**src/rtl/placement_cost_eval.sv**
```systemverilog
// placement_cost_eval: walks an edge list, fetches both endpoint coordinates
// from a shared X/Y position memory and accumulates Manhattan wirelength
// statistics (plain cost, one-hop cost, longest edge, count of illegal edges).
// Every edge costs exactly six cycles: E_RD, E_CAP, A_CAP, B_CAP, CALC, ACC.
module placement_cost_eval #(
    parameter int N_EDGE  = 37,
    parameter int GRID_N  = 6,
    parameter int EADDR_W = 7,
    parameter int PADDR_W = 7
) (
    input  logic               clk,
    input  logic               reset,
    input  logic               start,
    output logic               busy,
    output logic               done,
    output logic               edge_re,
    output logic [EADDR_W-1:0] edge_addr,
    input  logic [31:0]        edge_a,
    input  logic [31:0]        edge_b,
    output logic               pos_re,
    output logic [PADDR_W-1:0] pos_addr,
    input  logic signed [31:0] pos_x,
    input  logic signed [31:0] pos_y,
    output logic signed [31:0] cost_sum,
    output logic signed [31:0] cost_1hop,
    output logic [31:0]        max_len,
    output logic [31:0]        bad_cnt,
    output logic [31:0]        cycles
);

    typedef enum logic [2:0] {
        IDLE,
        E_RD,
        E_CAP,
        A_CAP,
        B_CAP,
        CALC,
        ACC,
        DONE
    } state_t;

    localparam logic [EADDR_W-1:0] LAST_IDX = EADDR_W'(N_EDGE - 1);
    localparam logic signed [31:0] GRID_LIM = 32'(GRID_N);
    localparam bit                 NO_EDGES = (N_EDGE == 0);

    state_t             state;
    logic [EADDR_W-1:0] idx;
    logic [PADDR_W-1:0] b_node;
    logic signed [31:0] xa;
    logic signed [31:0] ya;
    logic signed [31:0] xb;
    logic signed [31:0] yb;
    logic [31:0]        dx;
    logic [31:0]        dy;
    logic               edge_ok;

    logic signed [31:0] diff_x;
    logic signed [31:0] diff_y;
    logic [31:0]        abs_x;
    logic [31:0]        abs_y;
    logic [31:0]        len;
    logic [31:0]        hop;

    // Node ids wider than the position memory are simply truncated.
    logic unused_id_bits;
    assign unused_id_bits = ^{edge_a[31:PADDR_W], edge_b[31:PADDR_W]};

    // A coordinate is legal only inside 0..GRID_N-1; -1 (unplaced) fails the first test.
    function automatic logic on_grid(input logic signed [31:0] v);
        return (v >= 32'sd0) && (v < GRID_LIM);
    endfunction

    // The source node id is forwarded straight from the edge memory in E_CAP,
    // since it only becomes valid that cycle; the sink id is held in b_node for A_CAP.
    assign pos_addr = (state == E_CAP) ? edge_a[PADDR_W-1:0] : b_node;

    // Absolute coordinate differences and per-edge cost terms.
    always_comb begin
        // NOTE: every always_comb output gets a default first so no path can infer a latch.
        diff_x = xa - xb;
        diff_y = ya - yb;
        abs_x  = diff_x[31] ? 32'(-diff_x) : 32'(diff_x);
        abs_y  = diff_y[31] ? 32'(-diff_y) : 32'(diff_y);
        len    = dx + dy;
        hop    = (dx >> 1) + {31'd0, dx[0]} + (dy >> 1) + {31'd0, dy[0]} - 32'd1;
    end

    // Control FSM with registered outputs and the accumulation datapath.
    always_ff @(posedge clk) begin
        // NOTE: all state here uses non-blocking assignment so every register
        // samples pre-edge values regardless of statement order.
        if (reset) begin
            state     <= IDLE;
            busy      <= 1'b0;
            done      <= 1'b0;
            edge_re   <= 1'b0;
            edge_addr <= '0;
            pos_re    <= 1'b0;
            b_node    <= '0;
            idx       <= '0;
            xa        <= '0;
            ya        <= '0;
            xb        <= '0;
            yb        <= '0;
            dx        <= '0;
            dy        <= '0;
            edge_ok   <= 1'b0;
            cost_sum  <= '0;
            cost_1hop <= '0;
            max_len   <= '0;
            bad_cnt   <= '0;
            cycles    <= '0;
        end else begin
            done <= 1'b0;
            unique case (state)
                IDLE: begin
                    if (start) begin
                        cost_sum  <= '0;
                        cost_1hop <= '0;
                        max_len   <= '0;
                        bad_cnt   <= '0;
                        idx       <= '0;
                        // The acceptance cycle itself counts as the first cycle,
                        // so cycles reads 6*N_EDGE+1 while done is high.
                        cycles    <= 32'd1;
                        busy      <= 1'b1;
                        if (NO_EDGES) begin
                            state <= DONE;
                            done  <= 1'b1;
                        end else begin
                            state     <= E_RD;
                            edge_re   <= 1'b1;
                            edge_addr <= '0;
                        end
                    end
                end
                E_RD: begin
                    edge_re <= 1'b0;
                    pos_re  <= 1'b1;
                    cycles  <= cycles + 32'd1;
                    state   <= E_CAP;
                end
                E_CAP: begin
                    b_node <= edge_b[PADDR_W-1:0];
                    cycles <= cycles + 32'd1;
                    state  <= A_CAP;
                end
                A_CAP: begin
                    xa     <= pos_x;
                    ya     <= pos_y;
                    pos_re <= 1'b0;
                    cycles <= cycles + 32'd1;
                    state  <= B_CAP;
                end
                B_CAP: begin
                    xb     <= pos_x;
                    yb     <= pos_y;
                    cycles <= cycles + 32'd1;
                    state  <= CALC;
                end
                CALC: begin
                    dx      <= abs_x;
                    dy      <= abs_y;
                    edge_ok <= on_grid(xa) && on_grid(ya) && on_grid(xb) && on_grid(yb);
                    cycles  <= cycles + 32'd1;
                    state   <= ACC;
                end
                ACC: begin
                    if (edge_ok) begin
                        cost_sum  <= cost_sum + len - 32'd1;
                        cost_1hop <= cost_1hop + hop;
                        if (len > max_len) begin
                            max_len <= len;
                        end
                    end else begin
                        bad_cnt <= bad_cnt + 32'd1;
                    end
                    cycles <= cycles + 32'd1;
                    if (idx == LAST_IDX) begin
                        state <= DONE;
                        done  <= 1'b1;
                    end else begin
                        idx       <= idx + 1'b1;
                        edge_addr <= idx + 1'b1;
                        edge_re   <= 1'b1;
                        state     <= E_RD;
                    end
                end
                DONE: begin
                    busy  <= 1'b0;
                    state <= IDLE;
                end
                default: begin
                    state <= IDLE;
                end
            endcase
        end
    end

endmodule

```
**config.mk**
```make
export PLATFORM = sky130hd
export DESIGN_NAME = placement_cost_eval
export DESIGN_NICKNAME = d
export VERILOG_FILES = /design/src/rtl/placement_cost_eval.sv
export SDC_FILE = /design/constraint.sdc
export NUM_CORES = 1
export LEC_CHECK = 0
export CORE_ASPECT_RATIO = 0.75
export CORE_MARGIN = 2
export CORE_UTILIZATION = 36
export DETAILED_ROUTE_END_ITERATION = 12
export GPL_ROUTABILITY_DRIVEN = 0
export SYNTH_ARGS = -nofsm -noshare
export SYNTH_HDL_FRONTEND = slang
export SYNTH_SLANG_ARGS = --single-unit
```
**constraint.sdc**
```tcl
create_clock -name clk -period 14 [get_ports clk]
set_input_delay 2.8 -clock clk [delete_from_list [all_inputs] [get_ports clk]]
set_output_delay 2.8 -clock clk [all_outputs]
set_load 0.02 [all_outputs]
```
* Yosys cells after proc, flatten, opt, wreduce, memory -nomap -nowiden
Index checks and enable logic that the tools add are counted.
** Storage, ports and cells
- Register bits :: 374
- Output and inout port bits :: 178
** Cells by class
- Muxes and demuxes :: 27
- Order comparisons :: 9
- Reduce and logical (&&, ||, !) cells :: 22
- Bitwise operators :: 1
- Eq/ne operators :: 13
- Add/sub/neg operators :: 15
** Operators with widths (count)
- 32-bit case mux with 2 select lines :: 5
- 32-bit 2-to-1 mux :: 9
- 32-bit by 1-bit >= comparator with 1-bit output (second input constant) :: 4
- 32-bit by 4-bit < comparator with 1-bit output (second input constant) :: 4
- 32-bit adder :: 3
- 32-bit by 1-bit adder with 32-bit output (second input constant) :: 2
- 32-bit negator :: 2
- 32-bit by 1-bit subtractor with 32-bit output (second input constant) :: 2
- 32-bit subtractor :: 2
- 31-bit by 1-bit adder with 32-bit output :: 1
- 32-bit by 1-bit adder with 32-bit output :: 1
- 32-bit by 31-bit adder with 32-bit output :: 1
- 32-bit greater-than comparator :: 1
- 3-bit case mux with 8 select lines :: 1
- 7-bit 2-to-1 mux :: 3
- 7-bit case mux with 2 select lines :: 1
- 3-bit equality test (second input constant) :: 4
- 3-bit AND reduction :: 4
- 2-bit != test (second input constant) :: 5
- 2-bit nonzero test :: 4
- 7-bit by 1-bit adder with 7-bit output (second input constant) :: 1
- 7-bit by 6-bit equality test with 1-bit output (second input constant) :: 1
- 1-bit logical AND :: 7
- 3-bit by 2-bit equality test with 1-bit output (second input constant) :: 2
- 12 further kinds :: 17

* Longest topological paths before layout
Gate-level depths: netlist of the first run.
- Word-level depth :: 7
- Mapped depth :: 26

* Worst setup path before layout of the first run
Ideal clock, no wire load.
- Path kind :: input port to output port
- Start point :: in edge_a[0]
- End point :: out pos_addr[0]
- Setup slack :: 8.200 ns
- Stages on the path :: 2
- Arrival time :: 3.000 ns
- Cell sequence :: nand2_1 -> nand2_1
** Between the ends
- Word-level cells in the longest chain between the ends :: 1
** Ends and longest elaborated chain
- start: declaration :: line 18 : input logic [31:0] edge_a,
- 7-bit 2-to-1 mux :: line 75 : assign pos_addr = (state == E_CAP) ? edge_a[PADDR_W-1:0] : b_node;
- end: declaration :: line 21 : output logic [PADDR_W-1:0] pos_addr,
Every way passes these cells.

* Worst setup path in the final report of the first run
- Start point :: in edge_a[5]
- End point :: out pos_addr[5]
The elaborated chain is that of the path after synthesis.

==> results by group, run 1 <==
Synth
  • Synth Area in XOR/XNOR: 6.73%
  • Main flop type after synthesis: dfxtp_1
  • Main combinational cell family by area after synthesis: compound AO/OA/AOI/OAI gates
  • Adder-cell share of the synthesized area: 14.6%
  • Syn_area_per_cell: 7.57 µm²
  • Area share of the largest cell type after synthesis: 28.1%
  • Yosys cell types: 96
  • Dominant cells by area after synthesis: dfxtp_1 (28%), ha_1 (12%), a21oi_1 (6.7%)
  • Post-synth ARST share: 0%
  • Syn nets: 3942
  • Number of flops mapped to enable cells by yosys: 0
  • Synth Warn #: 0
  • Seq/Total Area, Yosys: 28.1%
  • Register bit count reported by yosys: 374
  • Cell area after synthesis: 26700 µm²
  • Syn Inst Count: 3521
  • Multiplexer share of the synthesized area: 0.380%
  • Synth Area in Simple Gates: 19.6%
  • Compound-Gate Fraction of Synth Area: 22.6%
  • Synth area leader: dfxtp_1

Clock network
  • Clock-pin slew on the worst setup and hold paths: 0.06 ns
  • Worst-Skew Late Latency: 0.59 ns
  • Number of cells upsized or downsized after cts: 0
  • Post-CTS Setup Inserts: 0
  • H-tree Lvls: 2
  • Clock tree from TritonCTS: built
  • Total CTS buffers: 44
  • Clock net sink count: 374
  • Number of hold buffers added after cts: 0
  • Clk buf depth: 3
  • CTS Root Cell: clkbuf_16

Run status
  • Status: completed

Layout
  • Fillcell total: 7541
  • Layout area overhead: 18.2%
  • Commonest cells after routing, fill and taps aside: nand2_1 (464), inv_1 (396), dfxtp_1 (374)
  • Share of cells above drive strength 1: 4.05%
  • Most common cell after layout, fill and taps aside: nand2_1
  • Final nets: 4116
  • Diode count: 0

Critical path
  • Crit path max-delay cell type: clkdlybuf4s50_1
  • Worst EP arrival: 4.00 ns
  • Worst path max stage delay: 0.60 ns
  • Kind of critical path: input port to output port
  • Largest fanout on the critical path: 1
  • Worst path buffer plus inverter count: 2
  • Top delay family on crit path: buffers and inverters
  • Critical path cell sequence: clkdlybuf4s50_1 -> nand2_1 -> nand2_1 -> clkdlybuf4s50_1
  • Crit. End Element: output port
  • Critical path launch point type: input port
  • Critical Path RT: 11.20 ns

Power
  • Worst IR drop on VDD: 0.0000787 V
  • Power Dens Cells: 111 nW/µm²
  • Sw frac: 35.5%
  • Switching power total: 1.24 mW
  • Internal power: 2.26 mW
  • Clk pwr share: 34.4%
  • Leakage: 12.9 nW
  • Combinational Power Share: 34.2%
  • Reg power frac: 31.4%
  • Tot Pwr: 3.50 mW

Floorplan
  • Num ports: 309
  • Placement row count: 86
  • Die W: 318 µm
  • Die Height: 240 µm
  • Initial core utilization: 36.3%
  • Core area: 73400 µm²
  • Die area: 76300 µm²

Global routing
  • Initial antenna violation count: 0
  • Largest net degree at the start of global routing: 179
  • Global-route wire length before repair: 128 mm
  • Vias in the first global route: 22600
  • Total gr overflow: 0
  • GRT Total Usage: 20.8%

Detailed routing
  • First-pass DRT Iterations: 6
  • Vias: 24700
  • Initial drt markers: 1915
  • Routed len/inst: 17.4 µm
  • Detail Route Antenna Nets: 0
  • Vias per Instance: 5.27
  • Final WL: 81.7 mm
  • Drt drc: 0

Timing
  • Final setup violating endpoints: 0
  • Final period util: 48.6%
  • Fmax: 0.147 GHz
  • RSZ-0062 raised after global routing: false
  • Normalized max-slew margin: 19.8%
  • Hold Vio Cnt, Final: 0
  • Fin Clk Skew: 0.0241 ns
  • Max Slew Vio Count: 0
  • Worst slew pin tran: 1.17 ns
  • Setup TNS: 0 ns
  • Final min period: 6.80 ns

Place
  • # port buffers: 258
  • Dpl hpwl: 62.2 mm

Min path
  • HP Class: flop to flop

Job
  • Max-cap violations: 0
[cell usage after synthesis, types with 12 or more instances]
| cell | count |
|---|---|
| nand2_1 | 466 |
| inv_1 | 396 |
| dfxtp_1 | 374 |
| a21oi_1 | 355 |
| nor2_1 | 301 |
| ha_1 | 254 |
| o21ai_0 | 164 |
| clkbuf_1 | 127 |
| xnor2_1 | 109 |
| xor2_1 | 96 |
| a21o_1 | 86 |
| a22oi_1 | 86 |
| nand3_1 | 68 |
| nand4_1 | 55 |
| nor3_1 | 55 |
| nor4_1 | 46 |
| a211oi_1 | 41 |
| fa_1 | 36 |
| and3_1 | 33 |
| a31oi_1 | 28 |
| o21a_1 | 24 |
| or3_1 | 24 |
| o21bai_1 | 22 |
| nor2b_1 | 21 |
| o211ai_1 | 19 |
| or2_2 | 16 |
| nand2b_1 | 15 |
| and2_1 | 12 |
[tightest hold or removal path, stage by stage (launching register included)]
cell and delay, ns:
dfxtp_1 0.31, nand2_1 0.05, a21oi_1 0.05
[power groups by stage]
stage | registers [mW] | logic, mW | clock network, mW
after floorplan | 1.12 | 0.889 | 0
after global placement | 1.12 | 1.18 | 0
after detailed placement | 1.12 | 1.18 | 0
after CTS | 1.10 | 1.19 | 1.24
after global routing | 1.10 | 1.32 | 1.28
final | 1.10 | 1.20 | 1.21
[stage by stage]
step | instance area (µm²) | instances | hold slack, ns | util, % | setup slack (ns)
after global routing | 31500 | 4697 | 0.484 | 42.9 | 7.10
after floorplan | 26700 | 3521 | 0.436 | - | 8.20
after CTS | 31500 | 4697 | 0.458 | 42.9 | 7.18
after global placement | 30000 | 4617 | 0.446 | 40.9 | 7.18
final | 31500 | 4697 | 0.456 | 42.9 | 7.20
after detailed placement | 30000 | 4617 | 0.449 | 40.9 | 7.19
[area by class of cell]
cell class	instances	area [µm²]	area share, %
inverters	396	1490	4.72
repair buffers	273	2710	8.61
well taps	968	1210	3.84
flip-flops and latches	374	7490	23.8
clock buffers	61	1270	4.02
multi-input cells	2606	17100	54.4
clock inverters	19	220	0.699
[registers in the layout, summed over array words and instances, names as in the netlist]
signal,flops
state,3
max_len,32
yb,32
cost_1hop,32
xa,32
edge_ok,1
busy,1
idx,7
ya,32
cost_sum,32
dx,32
pos_re,1
cycles,32
b_node,7
edge_re,1
bad_cnt,32
done,1
xb,32
dy,32
[routing by layer]
metal	part of all wire [%]	routed length [µm]	GRT usage, %	vias to the layer above
met5	0	0	0	-
met4	1.9	1530	5.00	0
met3	5.9	4850	3.86	83
met2	42	34700	31.7	579
met1	50	40600	30.0	11500
li1	-	-	-	12500
[cell families (layout without fill, tap and decap cells)]
| group | Yosys count | count (layout) |
|---|---|---|
| compound gates | 950 | 950 |
| xor+xnor | 205 | 205 |
| fa+ha+maj | 290 | 290 |
| buf+inv | 541 | 749 |
| flops | 374 | 374 |
| mux | 10 | 10 |
| simple gates | 1151 | 1151 |
[final timing paths]
| path | startpoint | to | slack, ns | depth (start not counted) |
|---|---|---|---|---|
| max | edge_a[5] | pos_addr[5] | 7.20 | 4 |
| max reg2reg | dx[0] | max_len[2] | 8.26 | 20 |
| min | xa[0] | xa[0] | 0.46 | 2 |
| min reg2reg | xa[0] | xa[0] | 0.46 | 2 |
Power figures use the tool's default switching activity.
==> run 2, diff against run 1 <==
==> constraint.sdc (replaced) <==
create_clock -name clk -period 6.3 [get_ports clk]
set_input_delay 1.26 -clock clk [delete_from_list [all_inputs] [get_ports clk]]
set_output_delay 1.26 -clock clk [all_outputs]
set_load 0.02 [all_outputs]
==> run 2 against run 1 <==
  * Worst hold slack worse by 0.0020 ns
  * Sequential power is 120% higher
  * Clock skew is 0.0015 ns lower
  * Clock-buffer cell count is 4 higher
  * Clock power is 120% higher
  * Core utilization hardly changed
  * Die area stayed put
  * Setup slack worse by 6.5 ns
  * Critical path type is now flop to flop
  * Largest power group is now combinational logic
==> results by group, run 2 (same netlist as run 1, synthesis figures left out) <==
Run status
  • Status: completed

Timing
  • Final setup violating endpoints: 0
  • Max Slew Vio Count: 0
  • Setup TNS: 0 ns
  • RSZ-0062 raised after global routing: false
  • Fmax: 0.178 GHz
  • Hold Vio Cnt, Final: 0
  • Final min period: 5.60 ns
  • Worst slew pin tran: 1.07 ns
  • Normalized max-slew margin: 28.5%
  • Final period util: 88.9%
  • Fin Clk Skew: 0.0226 ns

Global routing
  • Vias in the first global route: 22500
  • Global-route wire length before repair: 129 mm
  • Initial antenna violation count: 1
  • Total gr overflow: 0
  • Largest net degree at the start of global routing: 124
  • GRT Total Usage: 20.9%

Clock network
  • Number of hold buffers added after cts: 0
  • H-tree Lvls: 2
  • Number of cells upsized or downsized after cts: 0
  • Clk buf depth: 3
  • Clock net sink count: 374
  • Worst-Skew Late Latency: 0.59 ns
  • Post-CTS Setup Inserts: 0
  • Clock tree from TritonCTS: built
  • CTS Root Cell: clkbuf_16
  • Total CTS buffers: 44
  • Clock-pin slew on the worst setup and hold paths: 0.06 ns

Layout
  • Commonest cells after routing, fill and taps aside: nand2_1 (464), inv_1 (396), dfxtp_1 (374)
  • Multi-input gate area: 17100 µm²
  • Sequential cell area: 7490 µm²
  • Final nets: 4120
  • Most common cell after layout, fill and taps aside: nand2_1
  • Share of cells above drive strength 1: 3.99%
  • Fillcell total: 7627
  • Layout area overhead: 18.2%
  • Finished Layout Cells: 4698
  • Diode count: 0

Detailed routing
  • Routed len/inst: 17.5 µm
  • Final WL: 82.4 mm
  • Initial drt markers: 1765
  • First-pass DRT Iterations: 6
  • Vias: 24800
  • Detail Route Antenna Nets: 0
  • Vias per Instance: 5.28
  • Drt drc: 0

Critical path
  • CP dominant cell by count: a21oi_1
  • Crit path max-delay cell type: or4_1
  • Worst EP arrival: 6.12 ns
  • Critical Path RT: 6.81 ns
  • Kind of critical path: flop to flop
  • Crit. End Element: flop
  • Largest fanout on the critical path: 5
  • Critical path launch point type: flop
  • Worst path max stage delay: 0.54 ns

Min path
  • HP Class: flop to flop

Job
  • Max-cap violations: 0

Place
  • Dpl hpwl: 62.7 mm
  • # port buffers: 258
  • Placed cells: 4621

Floorplan
  • Placement row count: 86
  • Die area: 76300 µm²
  • Num ports: 309
  • Die W: 318 µm
  • Core area: 73400 µm²
  • Initial core utilization: 36.3%
  • Die Height: 240 µm

Power
  • Power Dens Cells: 248 nW/µm²
  • Worst IR drop on VDD: 0.000180 V
  • Leakage: 12.9 nW
run 2: cell count changes in the layout (fill, tap and decap cells not counted):
cell       before  now
clkinv_8        0    1
buf_12          1    0
clkinv_4        1    0
clkbuf_8        9   11
bufinv_16       4    5
clkbuf_16      45   44
clkinv_2        8    4
buf_4          14   19
inv_6           5    1
clkbuf_1        8   11
run 2: critical path: cells and delay by family, from the launching register on:
family | cells | cell delay, ns
AND/OR/NAND/NOR | 7 | 1.51
AO/OA/AOI/OAI | 10 | 1.88
XOR/XNOR | 3 | 0.55
flip-flops | 1 | 0.33
adder cells (fa/ha/maj) | 4 | 1.13
buffers and inverters | 2 | 0.14
run 2: path summary, 6_finish.rpt:
| check | startpoint | to | slack (ns) | cells past startpoint |
|---|---|---|---|---|
| setup / recovery | dx[0] | cost_sum[31] | 0.70 | 26 |
| hold / removal | ya[0] | ya[0] | 0.45 | 2 |
| setup reg to reg | dx[0] | cost_sum[31] | 0.70 | 26 |
| hold reg to reg | ya[0] | ya[0] | 0.45 | 2 |
run 2: where the power goes:
| part | switching [mW] | leakage [nW] | total [mW] | internal (mW) |
|---|---|---|---|---|
| logic | 1.65 | 9.15 | 2.70 | 1.05 |
| clock network | 1.08 | 0.725 | 2.69 | 1.61 |
| registers | 0.0415 | 3.02 | 2.44 | 2.40 |
| total | 2.77 | 12.9 | 7.83 | 5.06 |
run 2: routing by layer:
metal  vias to the layer above  part of all wire, %  track usage [%]
met5                         -                0.016                0
met4                         2                  1.6             4.44
met3                        87                  6.5             4.35
met2                       567                   42             31.4
met1                     11600                   50             30.6
li1                      12600                    -                -
run 2: per-stage QoR:
stage               cell area (µm²)  util (%)  setup WS (ns)  total power, mW  hold WS, ns
finish                        31500      43.0          0.697             7.83        0.454
global route                  31500      43.0          0.184             8.25        0.471
CTS                           31500      43.0          0.674             7.88        0.455
detailed placement            30000      40.9          0.713             5.16        0.447
global placement              30000      40.9          0.710             5.14        0.446
floorplan                     26700         -           1.30             4.45        0.436
run 2: layout make-up:
class,count,share of cell area [%]
inverters,396,4.72
repair buffers,277,8.66
flip-flops and latches,374,23.8
clock buffers,65,4.06
well taps,968,3.84
multi-input cells,2606,54.3
clock inverters,12,0.643
